### src/rtl/pipelined_adder_pkg.sv
// Shared definitions for the pipelined add/subtract unit and future ALU/accumulator blocks.
// Holds the opcode encoding, segment-width derivation, config legality and the one-bit full adder.
package pipelined_adder_pkg;

    typedef enum logic {
        OP_ADD = 1'b0,
        OP_SUB = 1'b1
    } op_e;

    typedef struct packed {
        logic cout;
        logic sum;
    } fa_t;

    function automatic int seg_width(input int width, input int stages);
        return width / stages;
    endfunction

    function automatic bit legal_cfg(input int width, input int stages);
        return (stages >= 1) && (width >= stages) && ((width % stages) == 0);
    endfunction

    function automatic fa_t full_add(input logic a, input logic b, input logic cin);
        fa_t r;
        r.sum  = a ^ b ^ cin;
        r.cout = (a & b) | (cin & (a ^ b));
        return r;
    endfunction

endpackage

### src/rtl/pipelined_adder_segment.sv
// SEG-bit combinational ripple segment built from the shared full adder.
// msb_cin is the carry into the top bit, needed for signed overflow in the last segment.
module pipelined_adder_segment
    import pipelined_adder_pkg::*;
#(
    parameter int SEG = 8
) (
    input  logic [SEG-1:0] a,
    input  logic [SEG-1:0] b,
    input  logic           cin,
    output logic [SEG-1:0] s,
    output logic           cout,
    output logic           msb_cin
);

    logic [SEG:0] c;
    fa_t          fa;

    always_comb begin
        c    = '0;
        s    = '0;
        fa   = '0;
        c[0] = cin;
        for (int i = 0; i < SEG; i++) begin
            fa     = full_add(a[i], b[i], c[i]);
            s[i]   = fa.sum;
            c[i+1] = fa.cout;
        end
    end

    assign cout    = c[SEG];
    assign msb_cin = c[SEG-1];

endmodule

### src/rtl/pipelined_adder.sv
// WIDTH-bit add/subtract unit with the carry chain split into STAGES registered segments.
// Ready/valid on both sides; a stalled output freezes the whole pipeline.
module pipelined_adder
    import pipelined_adder_pkg::*;
#(
    parameter int WIDTH  = 32,
    parameter int STAGES = 4
) (
    input  logic             clk,
    input  logic             rst,
    input  logic             in_valid,
    output logic             in_ready,
    input  logic [WIDTH-1:0] in_a,
    input  logic [WIDTH-1:0] in_b,
    input  logic             in_cin,
    input  logic             in_sub,
    output logic             out_valid,
    input  logic             out_ready,
    output logic [WIDTH-1:0] out_sum,
    output logic             out_cout,
    output logic             out_ovf
);

    localparam int SEG = seg_width(WIDTH, STAGES);

    if (!legal_cfg(WIDTH, STAGES)) begin : g_bad_cfg
        $error("pipelined_adder: WIDTH=%0d must be >= STAGES=%0d and a multiple of it", WIDTH, STAGES);
    end

    op_e  op;
    logic advance;
    logic accept;

    // vld_pipe[0] is the beat entering stage 0; vld_pipe[k] has finished stage k-1.
    logic [STAGES:0]                  vld_pipe;
    logic [STAGES:1]                  vld_pipe_d, vld_pipe_q;

    // Row k holds a beat that has completed stage k; row STAGES-1 is the output register.
    logic [STAGES-1:0][WIDTH-1:0]     a_d, a_q, b_d, b_q, s_d, s_q;
    logic [STAGES-1:0]                c_d, c_q;
    logic                             ovf_d, ovf_q;

    logic [STAGES-1:0][WIDTH-1:0]     a_stg, b_stg, s_stg;
    logic [STAGES-1:0]                c_stg;
    logic [STAGES-1:0][SEG-1:0]       seg_s;
    logic [STAGES-1:0]                seg_cout, seg_msb_cin;
    logic                             unused_skew;

    assign op        = in_sub ? OP_SUB : OP_ADD;
    assign out_valid = vld_pipe[STAGES];
    assign advance   = !out_valid || out_ready;
    assign in_ready  = advance;
    assign accept    = in_valid && in_ready;

    assign vld_pipe[0]        = accept;
    assign vld_pipe[STAGES:1] = vld_pipe_q;

    for (genvar k = 0; k < STAGES; k++) begin : g_stage
        if (k == 0) begin : g_head
            assign a_stg[k] = in_a;
            assign b_stg[k] = (op == OP_SUB) ? ~in_b : in_b;
            assign s_stg[k] = '0;
            assign c_stg[k] = (op == OP_SUB) ? 1'b1 : in_cin;
        end else begin : g_body
            assign a_stg[k] = a_q[k-1];
            assign b_stg[k] = b_q[k-1];
            assign s_stg[k] = s_q[k-1];
            assign c_stg[k] = c_q[k-1];
        end

        pipelined_adder_segment #(.SEG(SEG)) u_seg (
            .a       (a_stg[k][k*SEG +: SEG]),
            .b       (b_stg[k][k*SEG +: SEG]),
            .cin     (c_stg[k]),
            .s       (seg_s[k]),
            .cout    (seg_cout[k]),
            .msb_cin (seg_msb_cin[k])
        );
    end

    // Consumed operand bits and the last row's skew regs are dead by construction.
    assign unused_skew = ^{a_stg[STAGES-1], b_stg[STAGES-1], a_q[STAGES-1], b_q[STAGES-1], seg_msb_cin};

    always_comb begin
        vld_pipe_d = vld_pipe_q;
        a_d        = a_q;
        b_d        = b_q;
        s_d        = s_q;
        c_d        = c_q;
        ovf_d      = ovf_q;
        if (advance) begin
            vld_pipe_d = vld_pipe[STAGES-1:0];
            for (int k = 0; k < STAGES - 1; k++) begin
                a_d[k]                = a_stg[k];
                b_d[k]                = b_stg[k];
                s_d[k]                = s_stg[k];
                s_d[k][k*SEG +: SEG]  = seg_s[k];
                c_d[k]                = seg_cout[k];
            end
            // Output registers keep their last result across bubbles.
            if (vld_pipe[STAGES-1]) begin
                s_d[STAGES-1]                        = s_stg[STAGES-1];
                s_d[STAGES-1][(STAGES-1)*SEG +: SEG] = seg_s[STAGES-1];
                c_d[STAGES-1]                        = seg_cout[STAGES-1];
                ovf_d = seg_msb_cin[STAGES-1] ^ seg_cout[STAGES-1];
            end
        end
    end

    always_ff @(posedge clk) begin
        if (rst) begin
            vld_pipe_q <= '0;
            a_q        <= '0;
            b_q        <= '0;
            s_q        <= '0;
            c_q        <= '0;
            ovf_q      <= 1'b0;
        end else begin
            vld_pipe_q <= vld_pipe_d;
            a_q        <= a_d;
            b_q        <= b_d;
            s_q        <= s_d;
            c_q        <= c_d;
            ovf_q      <= ovf_d;
        end
    end

    assign out_sum  = s_q[STAGES-1];
    assign out_cout = c_q[STAGES-1];
    assign out_ovf  = ovf_q;

endmodule
### config.mk
export PLATFORM = sky130hd
export DESIGN_NAME = pipelined_adder
export DESIGN_NICKNAME = d
export VERILOG_FILES = /design/src/rtl/pipelined_adder_pkg.sv /design/src/rtl/pipelined_adder_segment.sv /design/src/rtl/pipelined_adder.sv
export SDC_FILE = /design/constraint.sdc
export NUM_CORES = 1
export LEC_CHECK = 0
export ABC_AREA = 1
export CAP_MARGIN = 20
export CORE_MARGIN = 1
export CORE_UTILIZATION = 40
export CTS_CLUSTER_SIZE = 20
export DETAILED_ROUTE_END_ITERATION = 10
export PLACE_DENSITY_LB_ADDON = 0.08
export SYNTH_ARGS = -nofsm -noshare
export SYNTH_HDL_FRONTEND = slang
export SYNTH_SLANG_ARGS = --single-unit
### constraint.sdc
create_clock -name clk -period 11.7 [get_ports clk]
set_input_delay 2.925 -clock clk [delete_from_list [all_inputs] [get_ports clk]]
set_output_delay 2.925 -clock clk [all_outputs]
set_load 0.1 [all_outputs]
* Yosys cells after proc, flatten, opt, wreduce, memory -nomap -nowiden
Index checks and enable logic that the tools add are counted.
** Cells by class
- Mux-type cells :: 3
- Bitwise logic cells :: 162
- Reduce and logical (&&, ||, !) cells :: 4
** Operators with widths (number)
- bitwise XOR 1 bit :: 65
- bitwise AND 1 bit :: 64
- 2-to-1 mux 32 bit :: 1
- inverter 32 bit :: 1
- bitwise OR 1 bit :: 32
- 2-to-1 mux 1 bit :: 2
- AND reduction 2 bit :: 1
- logical AND 1 bit :: 1
- logical NOT 1 bit :: 1
- logical OR 1 bit :: 1
** Storage, ports and cells
- Flip-flop bits (word level) :: 281
- Bits of input ports :: 70
- Logic and storage cells :: 183
- Output and inout bits :: 36

* Longest topological paths before layout
- Depth in word-level cells :: 19
- Depth in mapped cells :: 16
- Gate-level depth less buffers :: 16

* By module
Synthesis repeated with hierarchy kept, for this count alone.
** Second synthesis, totals
- Cells, all modules :: 1043
- Area, all modules :: 8104.0 um^2
** Modules (own cells, without submodules)
- pipelined_adder :: instances 1, seq. area each 3703.6 um^2, cells an instance 971, area each 7313.3 um^2
- pipelined_adder_segment :: instances 4, seq. area each 0.0 um^2, cells an instance 18, area each 197.7 um^2

* Least setup slack after synthesis
OpenSTA, ideal clock, no wires.
- Kind :: input -> register
- Start point :: in in_sub
- End point :: reg s_q[7] (netlist name)
- Data required time :: 11.584 ns
- Arrival time :: 6.547 ns
- Path buffers :: 2
- Setup time :: 0.116 ns
- Setup slack :: 5.037 ns
- Stages on the path :: 16
- Path through :: buf_2 -> buf_2 -> nor2_1 -> fa_1 -> inv_1 -> fa_1 -> inv_1 -> fa_1 -> fa_1 -> fa_1 -> fa_1 -> fa_1 -> inv_1 -> fa_1 -> nor2_1 -> nor2_1
** Between the ends
- Cells in the longest elaborated chain, start to end :: 18
- Elaborated cells between the ends (all ways) :: 33
- Classes of those cells :: mux (3); bitwise (30)
** RTL lines
- from (decl) :: RTL line pipelined_adder.sv:16 : input logic in_sub,
- 2-to-1 mux 1 bit (*) :: RTL line pipelined_adder.sv:49 : assign op = in_sub ? OP_SUB : OP_ADD;
- 2-to-1 mux 32 bit :: RTL line pipelined_adder.sv:61 : assign b_stg[k] = (op == OP_SUB) ? ~in_b : in_b;
- bitwise XOR 1 bit :: RTL line pipelined_adder_pkg.sv:26 : r.cout = (a & b) | (cin & (a ^ b));
- bitwise AND 1 bit :: RTL line pipelined_adder_pkg.sv:26
- bitwise OR 1 bit :: RTL line pipelined_adder_pkg.sv:26
- bitwise AND 1 bit :: RTL line pipelined_adder_pkg.sv:26
- bitwise OR 1 bit :: RTL line pipelined_adder_pkg.sv:26
- bitwise AND 1 bit :: RTL line pipelined_adder_pkg.sv:26
- [3 not listed]
- bitwise AND 1 bit :: RTL line pipelined_adder_pkg.sv:26
- bitwise OR 1 bit :: RTL line pipelined_adder_pkg.sv:26
- bitwise AND 1 bit :: RTL line pipelined_adder_pkg.sv:26
- bitwise OR 1 bit :: RTL line pipelined_adder_pkg.sv:26
- bitwise AND 1 bit :: RTL line pipelined_adder_pkg.sv:26
- bitwise OR 1 bit :: RTL line pipelined_adder_pkg.sv:26
- bitwise XOR 1 bit (*) :: RTL line pipelined_adder_pkg.sv:25 : r.sum = a ^ b ^ cin;
- net g_stage[0].u_seg.s[7] :: RTL line pipelined_adder_segment.sv:11 : output logic [SEG-1:0] s,
- to (signal assigned) :: RTL line pipelined_adder.sv:115 : s_q <= '0;
- to (signal assigned) :: RTL line pipelined_adder.sv:122 : s_q <= s_d;
- to (decl) :: RTL line pipelined_adder.sv:39 : logic [STAGES-1:0][WIDTH-1:0] a_d, a_q, b_d, b_q, s_d, s_q;
Mark *: on every way through the listed nets, which the timed path passes. The rest lies on a longest branch.
A chain may end at the register's enable or synchronous reset.

* Final worst setup path
- Start point :: in out_ready
- End point :: out in_ready
** Between the ends
- Cells in the longest elaborated chain, start to end :: 1
** RTL lines
- from (decl) :: RTL line pipelined_adder.sv:18 : input logic out_ready,
- logical OR 1 bit :: RTL line pipelined_adder.sv:51 : assign advance = !out_valid || out_ready;
- to (decl) :: RTL line pipelined_adder.sv:12 : output logic in_ready,
Every way passes these cells.

==> impl_metrics.json <==
{
  "io_port_bufs": 105,
  "clock_slew_seen_by_the_registers_of_the_worst_setup_and_hold_paths_ns": 0.06,
  "required_ns": 8.78,
  "std_cell_rows": 51,
  "synth_adder_area_share": 0.0791,
  "cts_num_sinks": 185,
  "synth_compound_gate_area_share": 0.124,
  "final_layout_size_suffix_gt1_frac": 0.0388,
  "grt_pass1_vias": 5743,
  "cellPowerDensity_nw_per_um2": 158,
  "synth_seq_area_share": 0.457,
  "worst_hold_path_cell_count": 2,
  "power_after_layout_mw": 1.50,
  "finalCritPeriodShare": 0.709,
  "slew-limit-headroom": 0.308,
  "drc_errors": 0,
  "grt_max_degree": 138,
  "cts_root_buf": "clkbuf_16",
  "finish.net_count": 1171,
  "dp.final_hpwl_um": 10400,
  "flow.area_growth_from_synthesis_pct": 17.3,
  "num-fill-cells": 2121,
  "die_height_um": 144,
  "detailed_place.area_um2": 8910,
  "cts_htree_levels": 4,
  "synthSimpleGateAreaFrac": 0.224,
  "post_cts_resized": 0,
  "cp-start-kind": "primary input",
  "initial_utilization": 0.412,
  "synthesis.area_per_instance_um2": 7.75,
  "synth_mux_area_frac": 0,
  "timing.clock.skew_ns": 0.0103,
  "pre_cts_ws_ns": 3.40,
  "met1_usage": 0.254,
  "synth_cells": 1045,
  "maximum_root_to_sink_buffer_count": 2,
  "routed_via_density": 4.59,
  "hold_buffers": 0,
  "drt_iter0_markers": 448,
  "synth_top_family_by_area": "simple AND/OR/NAND/NOR gates",
  "grt_first_pass_wirelength_um": 28600,
  "die_area_um2": 20800,
  "drt-total-wl_um": 17000,
  "timing.critical_path.arrival_ns": 5.38,
  "routedWlPerCell_um": 12.6,
  "worst_setup_ep_type": "output port",
  "worst_slew_pin_slew_ns": 1.03,
  "global_route.overflow_total": 0,
  "flop_to_flop_setup_slack_ns": 7.85,
  "core_um2": 19700,
  "worst_reg_to_reg_cells": 14,
  "max-vdd-ir-drop_mv": 0.0933,
  "min_path_type": "reg -> reg",
  "layout_cells_excl_fill": 1347,
  "finish.instance_area_um2": 9500,
  "detail_route.first_pass.iterations": 5,
  "placed_cells": 1315,
  "final-max-slew-violation-count": 0,
  "hold-worst-slack_ns": 0.477,
  "post-route-min-period_ns": 8.30,
  "syn_nets": 1147,
  "run_status": "finished clean",
  "cts_setup_buffers": 0,
  "pin_count": 106,
  "fmax_mhz": 120,
  "synth_area_um2": 8100,
  "antenna_violations_before_repair": 0,
  "maximum_capacitance_violations": 0,
  "post_synthesis_register_bit_count": 185,
  "grt_use_met3": 0.0331,
  "setup_ws_ns": 3.40,
  "die_width_um": 144,
  "synthDistinctLibCells": 20,
  "grt_use_total": 0.175,
  "synth_xor_xnor_area_share": 0.00865,
  "criticalPathCategory": "in -> out",
  "final_core_util": 0.484,
  "antenna_cells": 0,
  "cts_tree": "yes",
  "numCtsBuffers": 17,
  "static-leakage-power_nw": 3.91,
  "final_antenna_net_count": 0,
  "busiest_layer": "met2",
  "finalHoldViolations": 0,
  "yosys_warnings": 0,
  "rsz0062_at_grt": "no",
  "critical_path_peak_fanout": 137,
  "overall_via_count_from_detail_route": 6181,
  "place_congestion": 0.702,
  "grtUsageMet2": 0.260,
  "totalNegativeSetupSlack_ns": 0,
  "finalSetupViolCount": 0,
  "clock_latency_late_sink_ns": 0.43
}
-- final timing paths --
path / from / endpoint
max: out_ready / in_ready
min: b_q[25]$_SDFFE_PP0N_ / b_q[57]$_SDFFE_PP0N_
max reg2reg: a_q[88]$_SDFFE_PP0N_ / out_sum[31]$_SDFFE_PP0P_
min reg2reg: b_q[25]$_SDFFE_PP0N_ / b_q[57]$_SDFFE_PP0N_
-- cells in the mapped netlist --
cell      instances  share of area
a21oi_1          51          0.032
buf_1             9         0.0042
buf_2            18          0.011
buf_4            42          0.039
buf_6             5         0.0070
clkbuf_1         20         0.0093
clkbuf_2         12         0.0074
dfxtp_1         185           0.46
fa_1             32          0.079
inv_1            63          0.029
inv_2             1        0.00046
nand2_1          89          0.041
nand2_2           1        0.00077
nand3_1           4         0.0025
nand3b_1         29          0.027
nor2_1          326           0.15
nor2_4            1         0.0014
o21ai_0         149          0.092
xnor2_1           6         0.0065
xor2_1            2         0.0022
-- flip-flops by register name, summed over array words and instances, names as in the netlist --
register / flops
a_q: 48
b_q: 48
s_q: 48
out_sum: 32
c_q: 4
vld_pipe_q: 4
out_ovf: 1
-- placed cells by master (no fill, tap or decap), types with 6 or more instances in the layout --
master	synthesis	final
nor2_1	326	326
nand3b_1	29	29
clkbuf_16	0	17
buf_4	42	6
nand2_1	89	89
inv_1	63	62
clkdlybuf4s50_1	0	105
a21oi_1	51	51
o21ai_0	149	149
dfxtp_1	185	184
fa_1	32	32
xnor2_1	6	6
-- worst max-delay path, stage by stage --
cell and delay, ns:
clkdlybuf4s50_1 0.54, inv_2 0.08, nand2_8 0.49, clkdlybuf4s50_1 1.26
-- cell type report --
cell class / instances / area [um^2] / area share
clock buffers: 21 / 470 / 0.0495
clock inverters: 11 / 120 / 0.0126
inverters: 64 / 243 / 0.0255
multi-input cells: 690 / 3540 / 0.372
flip-flops and latches: 185 / 3700 / 0.390
well taps: 265 / 332 / 0.0349
repair buffers: 111 / 1100 / 0.115
-- report_power, final --
part           internal, mW  switching, mW
Sequential            0.678         0.0254
Clock                 0.331          0.242
Combinational        0.0876          0.138
Total                  1.10          0.406
-- cell families after synthesis --
group / count (synthesis)
buf+inv: 170
simple gates: 450
compound gates: 200
fa+ha+maj: 32
flops: 185
xor+xnor: 8
-- metal layers --
metal  vias to the layer above  wire length (um)
li1                       3286                 -
met1                      2791              8780
met2                        94              7580
met3                        10               501
met4                         0               156
met5                         -                 0
(Power assumes the default switching activity.)
